--- config.mk ---
export PLATFORM = sky130hd
export DESIGN_NAME = emu_dec_capture
export DESIGN_NICKNAME = d
export VERILOG_FILES = /design/src/rtl/emu_dec_capture.sv
export SDC_FILE = /design/constraint.sdc
export NUM_CORES = 1
export LEC_CHECK = 0
export CORE_UTILIZATION = 50
export DETAILED_ROUTE_END_ITERATION = 6
export HOLD_SLACK_MARGIN = 0.05
export PLACE_DENSITY = 0.7
export SYNTH_ARGS = -nofsm -noshare
export SYNTH_HDL_FRONTEND = slang
export SYNTH_SLANG_ARGS = --single-unit
--- constraint.sdc ---
create_clock -name emu_clk -period 5.15 [get_ports emu_clk]
set_input_delay 1.03 -clock emu_clk [delete_from_list [all_inputs] [get_ports emu_clk]]
set_output_delay 1.03 -clock emu_clk [all_outputs]
set_load 0.05 [all_outputs]
--- src/rtl/emu_dec_capture.sv ---
// emu_dec_capture: decimation strobe generator driving a counted probe capture into a FWFT FIFO
// Ports: emu_clk/emu_rst clock and async active-high reset; emu_dec_thr/emu_dec_cmp decimation
// threshold and strobe; arm/n_samples start a capture of n_samples slots; probe_in captured word;
// rd_data/rd_valid/rd_ready FIFO read side; busy/done/overflow capture status.
module emu_dec_capture #(
  parameter int dec_bits = 24,
  parameter int probe_bits = 32,
  parameter int depth = 16,
  parameter int cnt_bits = 16
)(
  input  logic                  emu_clk,
  input  logic                  emu_rst,
  input  logic [dec_bits-1:0]   emu_dec_thr,
  output logic                  emu_dec_cmp,
  input  logic                  arm,
  input  logic [cnt_bits-1:0]   n_samples,
  input  logic [probe_bits-1:0] probe_in,
  output logic [probe_bits-1:0] rd_data,
  output logic                  rd_valid,
  input  logic                  rd_ready,
  output logic                  busy,
  output logic                  done,
  output logic                  overflow
);
  localparam int aw = $clog2(depth);
  typedef enum logic [1:0] {s_idle, s_capture, s_drain, s_done} state_t;
  state_t state, state_nx;
  logic [dec_bits-1:0] dec_cnt;
  logic [cnt_bits-1:0] remaining;
  logic [aw:0] wptr, rptr;
  logic [probe_bits-1:0] mem [depth];
  logic empty, full, pop, slot, push, last, start;
  assign emu_dec_cmp = dec_cnt >= emu_dec_thr;
  assign empty = wptr == rptr;
  // extra pointer bit distinguishes full from empty when the index bits match
  assign full = (wptr ^ rptr) == {1'b1, {aw{1'b0}}};
  assign pop = !empty && rd_ready;
  assign slot = state == s_capture && emu_dec_cmp;
  // a pop in the same cycle frees the entry this push needs
  assign push = slot && (!full || pop);
  assign last = remaining == cnt_bits'(1);
  assign start = (state == s_idle || state == s_done) && arm;
  assign rd_valid = !empty;
  assign rd_data = mem[rptr[aw-1:0]];
  assign busy = state == s_capture || state == s_drain;
  assign done = state == s_done;
  always_ff @(posedge emu_clk or posedge emu_rst)
    if (emu_rst) dec_cnt <= '0;
    else dec_cnt <= emu_dec_cmp ? '0 : dec_cnt + dec_bits'(1);
  always_ff @(posedge emu_clk or posedge emu_rst)
    if (emu_rst) state <= s_idle;
    else state <= state_nx;
  always_comb begin
    state_nx = state;
    state_nx = start ? (n_samples == '0 ? s_done : s_capture)
             : (slot && last) ? s_drain
             : (state == s_drain && empty) ? s_done
             : state;
  end
  always_ff @(posedge emu_clk or posedge emu_rst)
    if (emu_rst) begin
      remaining <= '0;
      overflow <= 1'b0;
      wptr <= '0;
      rptr <= '0;
    end else begin
      if (start) begin
        remaining <= n_samples;
        overflow <= 1'b0;
      end else if (slot) begin
        remaining <= remaining - cnt_bits'(1);
        if (!push) overflow <= 1'b1;
      end
      if (push) wptr <= wptr + (aw+1)'(1);
      if (pop) rptr <= rptr + (aw+1)'(1);
    end
  always_ff @(posedge emu_clk)
    if (push) mem[wptr[aw-1:0]] <= probe_in;
endmodule
==> run_results.csv, run 1 <==
group,metric,value,unit
route,drc,0,
timing,worstMarginPinSlew,1192,ps
global_route,antenna_found_initial,1,
setup_path,path_max_fanout,33,
cells_and_area,syn_to_final_growth,17.16,%
cts,ctsLongestPathBuffers,3,
flow_run,maxCapViolations,0,
setup_path,critPathLaunchType,"flip-flop",
route,drtPass1Iterations,5,
floorplanning,io_pins,113,
timing,finalSetupViolations,0,
cts,cts_tree,"built",
route,routed_wl,46310,microns
setup_path,worst_ep_arrival_time,3590,ps
cts,clk_latency,600,ps
logic_synthesis,ys_ff_latch,565,
worst_hold_path,hold_path.class,"reg2reg",
cells_and_area,antenna_cells,0,
power_and_ir_drop,powerDensity,530.9,nW/um^2
logic_synthesis,yosysSeqAreaShare,73.56,%
worst_hold_path,min_path_cells,1,
power_and_ir_drop,power,14120,uW
logic_synthesis,avgSynthCellArea,20.43,sq um
global_route,grt_use_total,20.80,%
timing,setup_tns,0,ps
timing,finalClockSkew,16.51,ps
route,vias,11000,
global_route,grt_max_degree,43,
setup_path,critical_path_class,"reg2out",
timing,finalCritPeriodShare,89.80,%
logic_synthesis,synth_edf_count,512,
cells_and_area,final_cell_mix,"edfxtp_1 (512), mux4_2 (160), clkdlybuf4s50_1 (111), clkbuf_16 (54), nor2_1 (50)",
cts,clk_pin_slew,60,ps
timing,hold_violations,0,
setup_path,required,4120,ps
cells_and_area,final_common_cell,"edfxtp_1",
global_route,grt-ovfl-total,0,
timing,slew_headroom,20.56,%
logic_synthesis,syn-num-nets,1222,
status,outcome,"finished clean",
route,drtAntennaViolNets,0,
route,dr.first_iter.drc_count,941,
timing,max_freq,216.2,MHz
floorplanning,die_h,215.1,microns
global_route,grt_pass1_vias,11450,
floorplanning,die_w,215.1,microns
cts,cts_setup_buffers,0,
cts,cts_buffers,54,
power_and_ir_drop,p_leak,0.008854,uW
cts,cts.sinks,565,
timing,rsz0062_at_grt,"false",
logic_synthesis,yosysWarnings,0,
setup_path,crit_cells,4,
logic_synthesis,netlist_instances,1111,
route,drt-wirelength-per-cell,24.38,microns
setup_path,cpMostUsedCell,"mux4_2",
cells_and_area,final_layout_size_suffix_gt1_share,23.93,%
setup_path,slowest_delay,770,ps
setup_path,crit_chain,"buf_12, mux4_2, mux4_2, clkdlybuf4s50_1",
floorplanning,core,44510,sq um
setup_path,critPathSlowestCell,"dfrtp_4",
logic_synthesis,synth_cell_types,53,
logic_synthesis,synthFlopType,"edfxtp_1",
setup_path,end_kind,"output pin",
setup_path,critPathTopFamily,"multiplexers",
timing,fin_crit,4625,ps
cts,hold_buffers,0,
cells_and_area,nets,1374,
setup_path,path_buf_inv,2,
floorplanning,fp.dieArea,46260,sq um
logic_synthesis,syn-cell-area,22700,sq um
cts,cts-root-buf,"clkbuf_16",
floorplanning,core.rowCount,77,
placement,port_buffers,112,
global_route,grt_pass1_wl,71290,microns
cts,cts_resized,0,
placement,place_congestion,0.8433,
power_and_ir_drop,ir_drop,0.3695,mV
cts,cts_max_level,2,
route,via_per_inst,5.790,
floorplanning,start_util,51.01,%
timing,maxSlewViolCount,0,
setup_path,rr_worst_depth,10,
logic_synthesis,synthArstFlopShare,9.381,%
placement,dp_hpwl,27460,microns
[synth_stat cells, types with 3 or more instances]
| cell type | n | area [sq um] |
|---|---|---|
| mux4_2 | 160 | 3603 |
| clkbuf_1 | 27 | 101.4 |
| xor2_1 | 21 | 183.9 |
| o31ai_1 | 3 | 22.52 |
| dfrtp_1 | 53 | 1326 |
| nand4_1 | 15 | 93.84 |
| and4_1 | 5 | 43.79 |
| nand2_1 | 25 | 93.84 |
| ha_1 | 35 | 437.9 |
| nor4_1 | 8 | 50.05 |
| a31oi_1 | 5 | 31.28 |
| nand3_1 | 16 | 80.08 |
| buf_1 | 8 | 30.03 |
| o211ai_1 | 3 | 22.52 |
| buf_2 | 13 | 65.06 |
| and3_1 | 9 | 56.30 |
| nor3_1 | 10 | 50.05 |
| edfxtp_1 | 512 | 15370 |
| inv_1 | 43 | 161.4 |
| xnor2_1 | 22 | 192.7 |
| and2_1 | 3 | 18.77 |
| nor2_1 | 50 | 187.7 |
| a21oi_1 | 17 | 85.08 |
| o21ai_0 | 13 | 65.06 |
[cell families (layout without fill, tap and decap cells)]
logic type / count (synthesis) / after routing / synth area share [%]
compound gates: 56 / 56 / 1.604
xor+xnor: 43 / 43 / 1.659
fa+ha+maj: 35 / 35 / 1.929
buf+inv: 91 / 288 / 1.576
flops: 565 / 565 / 73.56
mux: 163 / 163 / 16.02
simple gates: 158 / 158 / 3.654
[flip-flops by register name, summed over array words and instances, names as in the netlist]
| register | flops |
|---|---|
| mem | 512 |
| dec_cnt | 24 |
| remaining | 16 |
| rptr | 5 |
| wptr | 5 |
| state | 2 |
| overflow | 1 |
[routing by layer]
layer | GRT usage, % | part of all wire [%] | up-vias
li1 | - | - | 4851
met1 | 28.89 | 42 | 5825
met2 | 34.68 | 51 | 268
met3 | 2.972 | 4.9 | 57
met4 | 5.887 | 1.8 | 0
met5 | 0 | 0 | -
[metrics by stage]
step / worst slack [ps] / hold WS, ps / util (%) / cells / cell area, sq um
finish: 525.2 / 491.9 / 59.76 / 1900 / 26600
global route: 370.1 / 512.8 / 59.76 / 1900 / 26600
CTS: 422.9 / 495.0 / 59.76 / 1900 / 26600
global placement: 648.9 / 477.1 / 55.82 / 1799 / 24840
detailed placement: 553.6 / 482.5 / 55.82 / 1799 / 24840
floorplan: -827.9 / 461.9 / - / 1111 / 22720
[worst paths after layout]
kind	to	start	slack [ps]
hold / removal	rptr[4]	rptr[4]	490
min in group asynchronous	remaining[11]	emu_rst	810
setup / recovery	rd_data[0]	rptr[0]	530
hold reg to reg	rptr[4]	rptr[4]	490
setup reg to reg	mem[13][10]	dec_cnt[19]	1560
max in group asynchronous	rptr[1]	emu_rst	3530
[where the power goes]
| group | switching [uW] | internal [uW] |
|---|---|---|
| logic | 2440 | 2120 |
| clock network | 1680 | 2230 |
| registers | 433 | 5220 |
[worst reg2reg max path: stages, from the launching register on]
cell and delay (ps):
dfrtp_1 460, ha_1 350, nand4_1 130, nor4_1 370
nand2_1 150, o21ai_2 330, nor2_1 180, inv_1 290
nand3_1 380, nor3_4 250, buf_4 350
[cell type report]
| class | instances | area [sq um] |
|---|---|---|
| clock buffer | 60 | 1374 |
| clock inverter | 41 | 381.6 |
| fill | 3176 | 17910 |
| inverter | 43 | 161.4 |
| multi-input combinational | 455 | 5709 |
| sequential | 565 | 16710 |
| tap | 592 | 740.7 |
| timing repair buffer | 144 | 1521 |
(Power assumes the default switching activity.)
==> inputs of run 2 (changes only) <==
CORE_MARGIN = 2   (was not set)
HOLD_SLACK_MARGIN = 0.02   (was 0.05)
==> run_results.csv, run 2 (synthesis gave the netlist of run 1 again) <==
group,metric,value,unit
setup_path,required,4120,ps
setup_path,critPathSlowestCell,"clkdlybuf4s50_1",
floorplanning,core,45090,sq um
setup_path,crit_chain,"buf_4, mux4_2, mux4_2, clkdlybuf4s50_1",
setup_path,cpMostUsedCell,"mux4_2",
timing,slew_headroom,43.09,%
cts,cts_max_level,2,
worst_hold_path,min_to,"wptr[4]",
cts,cts_resized,0,
cells_and_area,final_common_cell,"edfxtp_1",
cts,clk_latency,620,ps
route,via_per_inst,5.778,
cts,hold_buffers,0,
timing,max_freq,219.9,MHz
route,dr.first_iter.drc_count,1082,
timing,rsz0062_at_grt,"false",
worst_hold_path,hold_path.class,"reg2reg",
floorplanning,start_util,50.35,%
route,drc,0,
timing,hold_violations,0,
cells_and_area,largest_reg_flops,512,
global_route,grt_pass1_vias,11390,
global_route,grt-ovfl-total,0,
timing,finalClockSkew,36.58,ps
cells_and_area,final_core_util,59.22,%
route,vias,11020,
cells_and_area,fin_area,26700,sq um
placement,place_congestion,0.8079,
cells_and_area,antenna_cells,0,
setup_path,r2r_slack,1750,ps
power_and_ir_drop,ir_drop,0.5370,mV
setup_path,reg2reg_to,"mem[2][27]",
timing,finalCritPeriodShare,88.29,%
cts,cts.sinks,565,
power_and_ir_drop,p_leak,0.008896,uW
floorplanning,die_h,217.1,microns
timing,worstMarginPinSlew,853.6,ps
setup_path,critPathTopFamily,"buffers and inverters",
global_route,grt_pass1_wl,71100,microns
timing,whs,492.0,ps
setup_path,critPathLaunchType,"flip-flop",
cells_and_area,syn_to_final_growth,17.61,%
timing,fin_crit,4547,ps
cts,ctsLongestPathBuffers,3,
global_route,antenna_found_initial,2,
cells_and_area,final_layout_size_suffix_gt1_share,23.95,%
route,drt-wirelength-per-cell,24.12,microns
setup_path,slowest_delay,730,ps
timing,setup_tns,0,ps
cts,cts_tree,"built",
floorplanning,fp.dieArea,47130,sq um
cells_and_area,fillerInstances,3268,
placement,dp_hpwl,26450,microns
floorplanning,core.rowCount,78,
flow_run,maxCapViolations,0,
timing,finalSetupViolations,0,
global_route,grt_use_total,20.27,%
power_and_ir_drop,powerDensity,528.3,nW/um^2
cts,cts-root-buf,"clkbuf_16",
setup_path,rr_worst_depth,9,
setup_path,path_buf_inv,2,
setup_path,worst_ep_arrival_time,3520,ps
global_route,grt_max_degree,73,
setup_path,path_max_fanout,17,
setup_path,end_kind,"output pin",
status,outcome,"finished clean",
worst_hold_path,hold_start,"wptr[4]",
route,drtPass1Iterations,4,
placement,port_buffers,112,
placement,placed_area,24910,sq um
route,drtAntennaViolNets,0,
cells_and_area,nets,1374,
cells_and_area,final_cell_mix,"edfxtp_1 (512), mux4_2 (160), clkdlybuf4s50_1 (111), clkbuf_16 (53), nor2_1 (50)",
timing,setup_slack,602.9,ps
setup_path,critical_path_class,"reg2out",
placement,dp_slack,598.2,ps
worst_hold_path,min_path_cells,1,
setup_path,reg2reg_from,"dec_cnt[19]",
cts,cts_setup_buffers,0,
floorplanning,die_w,217.1,microns
cts,cts_buffers,53,
cts,clk_pin_slew,70,ps
timing,maxSlewViolCount,0,
floorplanning,io_pins,113,
route,routed_wl,45990,microns
-- run 2: how the worst max path moves through the flow --
stage                          from          end  slack (ps)  cells past startpoint
finish                      rptr[0]  rd_data[26]         600                      4
global route        emu_dec_thr[23]  emu_dec_cmp         340                     10
CTS                         rptr[0]  rd_data[26]         520                      4
detailed placement  emu_dec_thr[23]   mem[2][27]         600                     11
global placement    emu_dec_thr[21]   mem[2][27]         670                     11
floorplan           emu_dec_thr[22]    mem[7][0]        -830                      8
-- run 2: layer usage --
| layer | track usage (%) | vias to the layer above | share of wire, % |
|---|---|---|---|
| met2 | 33.00 | 278 | 50 |
| met5 | 0 | - | 0.048 |
| met3 | 4.193 | 62 | 5.3 |
| met1 | 28.57 | 5815 | 43 |
| li1 | - | 4860 | - |
| met4 | 4.680 | 4 | 1.7 |
-- run 2: power by group --
group	internal (uW)	leakage (uW)	switching (uW)	total, uW
combinational	2100	0.00276	2550	4650
clock	2290	0.000874	1670	3960
sequential	5220	0.00526	273	5490
-- run 2: worst register-to-register path, delay by kind of cell, from the launching register on --
| kind | cells | cell delay [ps] |
|---|---|---|
| adder cells (fa/ha/maj) | 1 | 340 |
| buffers and inverters | 1 | 280 |
| flip-flops | 1 | 440 |
| AND/OR/NAND/NOR | 5 | 1450 |
| AO/OA/AOI/OAI | 2 | 600 |
-- run 2: final cells by class --
type	instances	area (sq um)	share of cell area, %
clock buffers	63	1394	5.220
clock inverters	36	395.4	1.481
inverters	43	161.4	0.6045
multi-input cells	455	5709	21.38
flip-flops and latches	565	16710	62.59
well taps	600	750.7	2.812
repair buffers	145	1579	5.914
-- run 2: stage by stage --
step                      total power (uW)  std cells
after global routing                 14680       1907
after global placement               10290       1808
after CTS                            14280       1907
after floorplan                       8923       1111
after detailed placement             10300       1808
final                                14110       1907
==> inputs of run 3 (changes only) <==
CELL_PAD_IN_SITES_DETAIL_PLACEMENT = 2   (was not set)
CELL_PAD_IN_SITES_GLOBAL_PLACEMENT = 2   (was not set)
CORE_UTILIZATION = 42   (was 50)
PLACE_DENSITY = 0.74   (was 0.7)
==> run_results.csv, run 3 (synthesis gave the netlist of run 1 again) <==
group,metric,value,unit
status,outcome,"finished clean",
power_and_ir_drop,clkPwrFrac,30.4,%
power_and_ir_drop,p_leak,0.009055,uW
timing,rsz0062_at_grt,"false",
flow_run,maxCapViolations,0,
setup_path,r2r_slack,1260,ps
global_route,grt_pass1_wl,94240,microns
route,vias,11650,
cts,cts_setup_buffers,0,
timing,whs,494.9,ps
cts,cts.sinks,565,
cts,cts_tree,"built",
cts,cts_max_level,2,
placement,dp_cells,1907,
power_and_ir_drop,p_comb_share,31.6,%
global_route,grt_pass1_vias,13230,
setup_path,crit_chain,"buf_12, mux4_2, mux4_2, clkdlybuf4s50_1",
setup_path,reg2reg_to,"mem[14][6]",
setup_path,required,4120,ps
setup_path,worst_ep_arrival_time,3750,ps
setup_path,path_max_fanout,32,
timing,maxSlewViolCount,0,
cts,clk_pin_slew,70,ps
cts,ctsLongestPathBuffers,3,
floorplanning,die_h,236.5,microns
timing,slew_headroom,15.02,%
timing,finalSetupViolations,0,
cells_and_area,nets,1383,
cts,hold_buffers,0,
power_and_ir_drop,powerDensity,551.9,nW/um^2
timing,finalClockSkew,28.81,ps
floorplanning,fp.dieArea,55930,sq um
setup_path,critical_path_class,"reg2out",
floorplanning,core,53600,sq um
worst_hold_path,min_to,"wptr[4]",
global_route,antenna_found_initial,3,
placement,dp_hpwl,38370,microns
setup_path,slowest_delay,810,ps
cts,cts_resized,0,
route,drtAntennaViolNets,0,
cells_and_area,fin_cells,2019,
cells_and_area,syn_to_final_growth,19.59,%
route,routed_wl,64310,microns
setup_path,cpMostUsedCell,"mux4_2",
global_route,grt_max_degree,57,
power_and_ir_drop,internal_power,10010,uW
placement,place_congestion,0.7226,
route,drt-wirelength-per-cell,31.85,microns
floorplanning,start_util,42.36,%
cts,cts-root-buf,"clkbuf_16",
cts,clk_latency,650,ps
power_and_ir_drop,p_switching,4970,uW
route,drc,0,
cells_and_area,largest_reg_flops,512,
setup_path,end_kind,"output pin",
cells_and_area,final_layout_size_suffix_gt1_share,24.58,%
route,drtPass1Iterations,5,
power_and_ir_drop,pwr-share-seq,38.0,%
floorplanning,core.rowCount,85,
floorplanning,io_pins,113,
setup_path,reg2reg_from,"dec_cnt[19]",
global_route,grt_use_total,23.65,%
timing,finalCritPeriodShare,92.75,%
global_route,grt-ovfl-total,0,
cells_and_area,final_cell_mix,"edfxtp_1 (512), mux4_2 (160), clkdlybuf4s50_1 (111), clkbuf_16 (60), nor2_1 (50)",
route,via_per_inst,5.772,
setup_path,rr_worst_depth,10,
cells_and_area,fin_area,27150,sq um
timing,fin_crit,4777,ps
timing,hold_violations,0,
power_and_ir_drop,power,14980,uW
worst_hold_path,hold_path.class,"reg2reg",
setup_path,critPathSlowestCell,"dfrtp_4",
setup_path,critPathLaunchType,"flip-flop",
placement,port_buffers,112,
power_and_ir_drop,ir_drop,0.4777,mV
worst_hold_path,min_path_cells,1,
placement,placed_area,25090,sq um
cts,cts_buffers,59,
timing,worstMarginPinSlew,1275,ps
floorplanning,die_w,236.5,microns
cells_and_area,final_common_cell,"edfxtp_1",
power_and_ir_drop,switching_share,33.17,%
route,dr.first_iter.drc_count,1004,
worst_hold_path,hold_start,"wptr[4]",
timing,max_freq,209.3,MHz
run 3: cell count changes in the layout (fill, tap and decap cells not counted), sizes merged:
cell / change
buf: +3
clkinv: +1
inv: +2
diode: +1
clkbuf: +6
bufinv: +3
run 3: worst max-delay path by stage:
stage	startpoint	to	slack, ps	cells after the start
final	rptr[0]	rd_data[17]	370	4
after global routing	emu_dec_thr[11]	emu_dec_cmp	200	10
after floorplan	emu_dec_thr[22]	mem[7][0]	-830	8
after global placement	emu_dec_thr[19]	mem[14][9]	450	12
after CTS	rptr[0]	rd_data[18]	320	4
after detailed placement	emu_dec_thr[17]	mem[12][14]	170	12
run 3: cell type report:
| cell class | instances | area, sq um |
|---|---|---|
| Fill cell | 4689 | 26450 |
| Sequential cell | 565 | 16710 |
| Multi-Input combinational cell | 455 | 5709 |
| Timing Repair Buffer | 148 | 1639 |
| Clock buffer | 69 | 1555 |
| Tap cell | 696 | 870.8 |
| Clock inverter | 42 | 500.5 |
| Inverter | 43 | 161.4 |
| Antenna cell | 1 | 2.502 |
run 3: worst max-delay path, delay by kind of cell, from the launching register on:
family                 cells  cell delay [ps]
buffers and inverters      2             1080
muxes                      2             1130
DFF                        1              810
run 3: stage by stage:
| step | utilization [%] | setup slack (ps) | setup TNS (ps) |
|---|---|---|---|
| after floorplan | - | -827.9 | -52980 |
| after global placement | 46.81 | 450.5 | 0 |
| after detailed placement | 46.81 | 169.8 | 0 |
| after CTS | 50.65 | 324.8 | 0 |
| after global routing | 50.65 | 202.4 | 0 |
| final | 50.65 | 373.2 | 0 |
run 3: power by group through the flow:
stage / logic [uW] / clock network, uW / registers [uW]
after detailed placement: 4760 / 0 / 5790
final: 4730 / 4560 / 5690
after global routing: 5010 / 4780 / 5730
after CTS: 4820 / 4660 / 5700
after global placement: 4660 / 0 / 5760
after floorplan: 3480 / 0 / 5440
run 3: routing by layer:
metal	GRT usage (%)	routed length, microns	share of wire (%)
met1	29.53	25390	39
met2	42.02	34240	53
met3	3.987	2812	4.4
met4	7.729	1843	2.9
met5	0	25	0.039
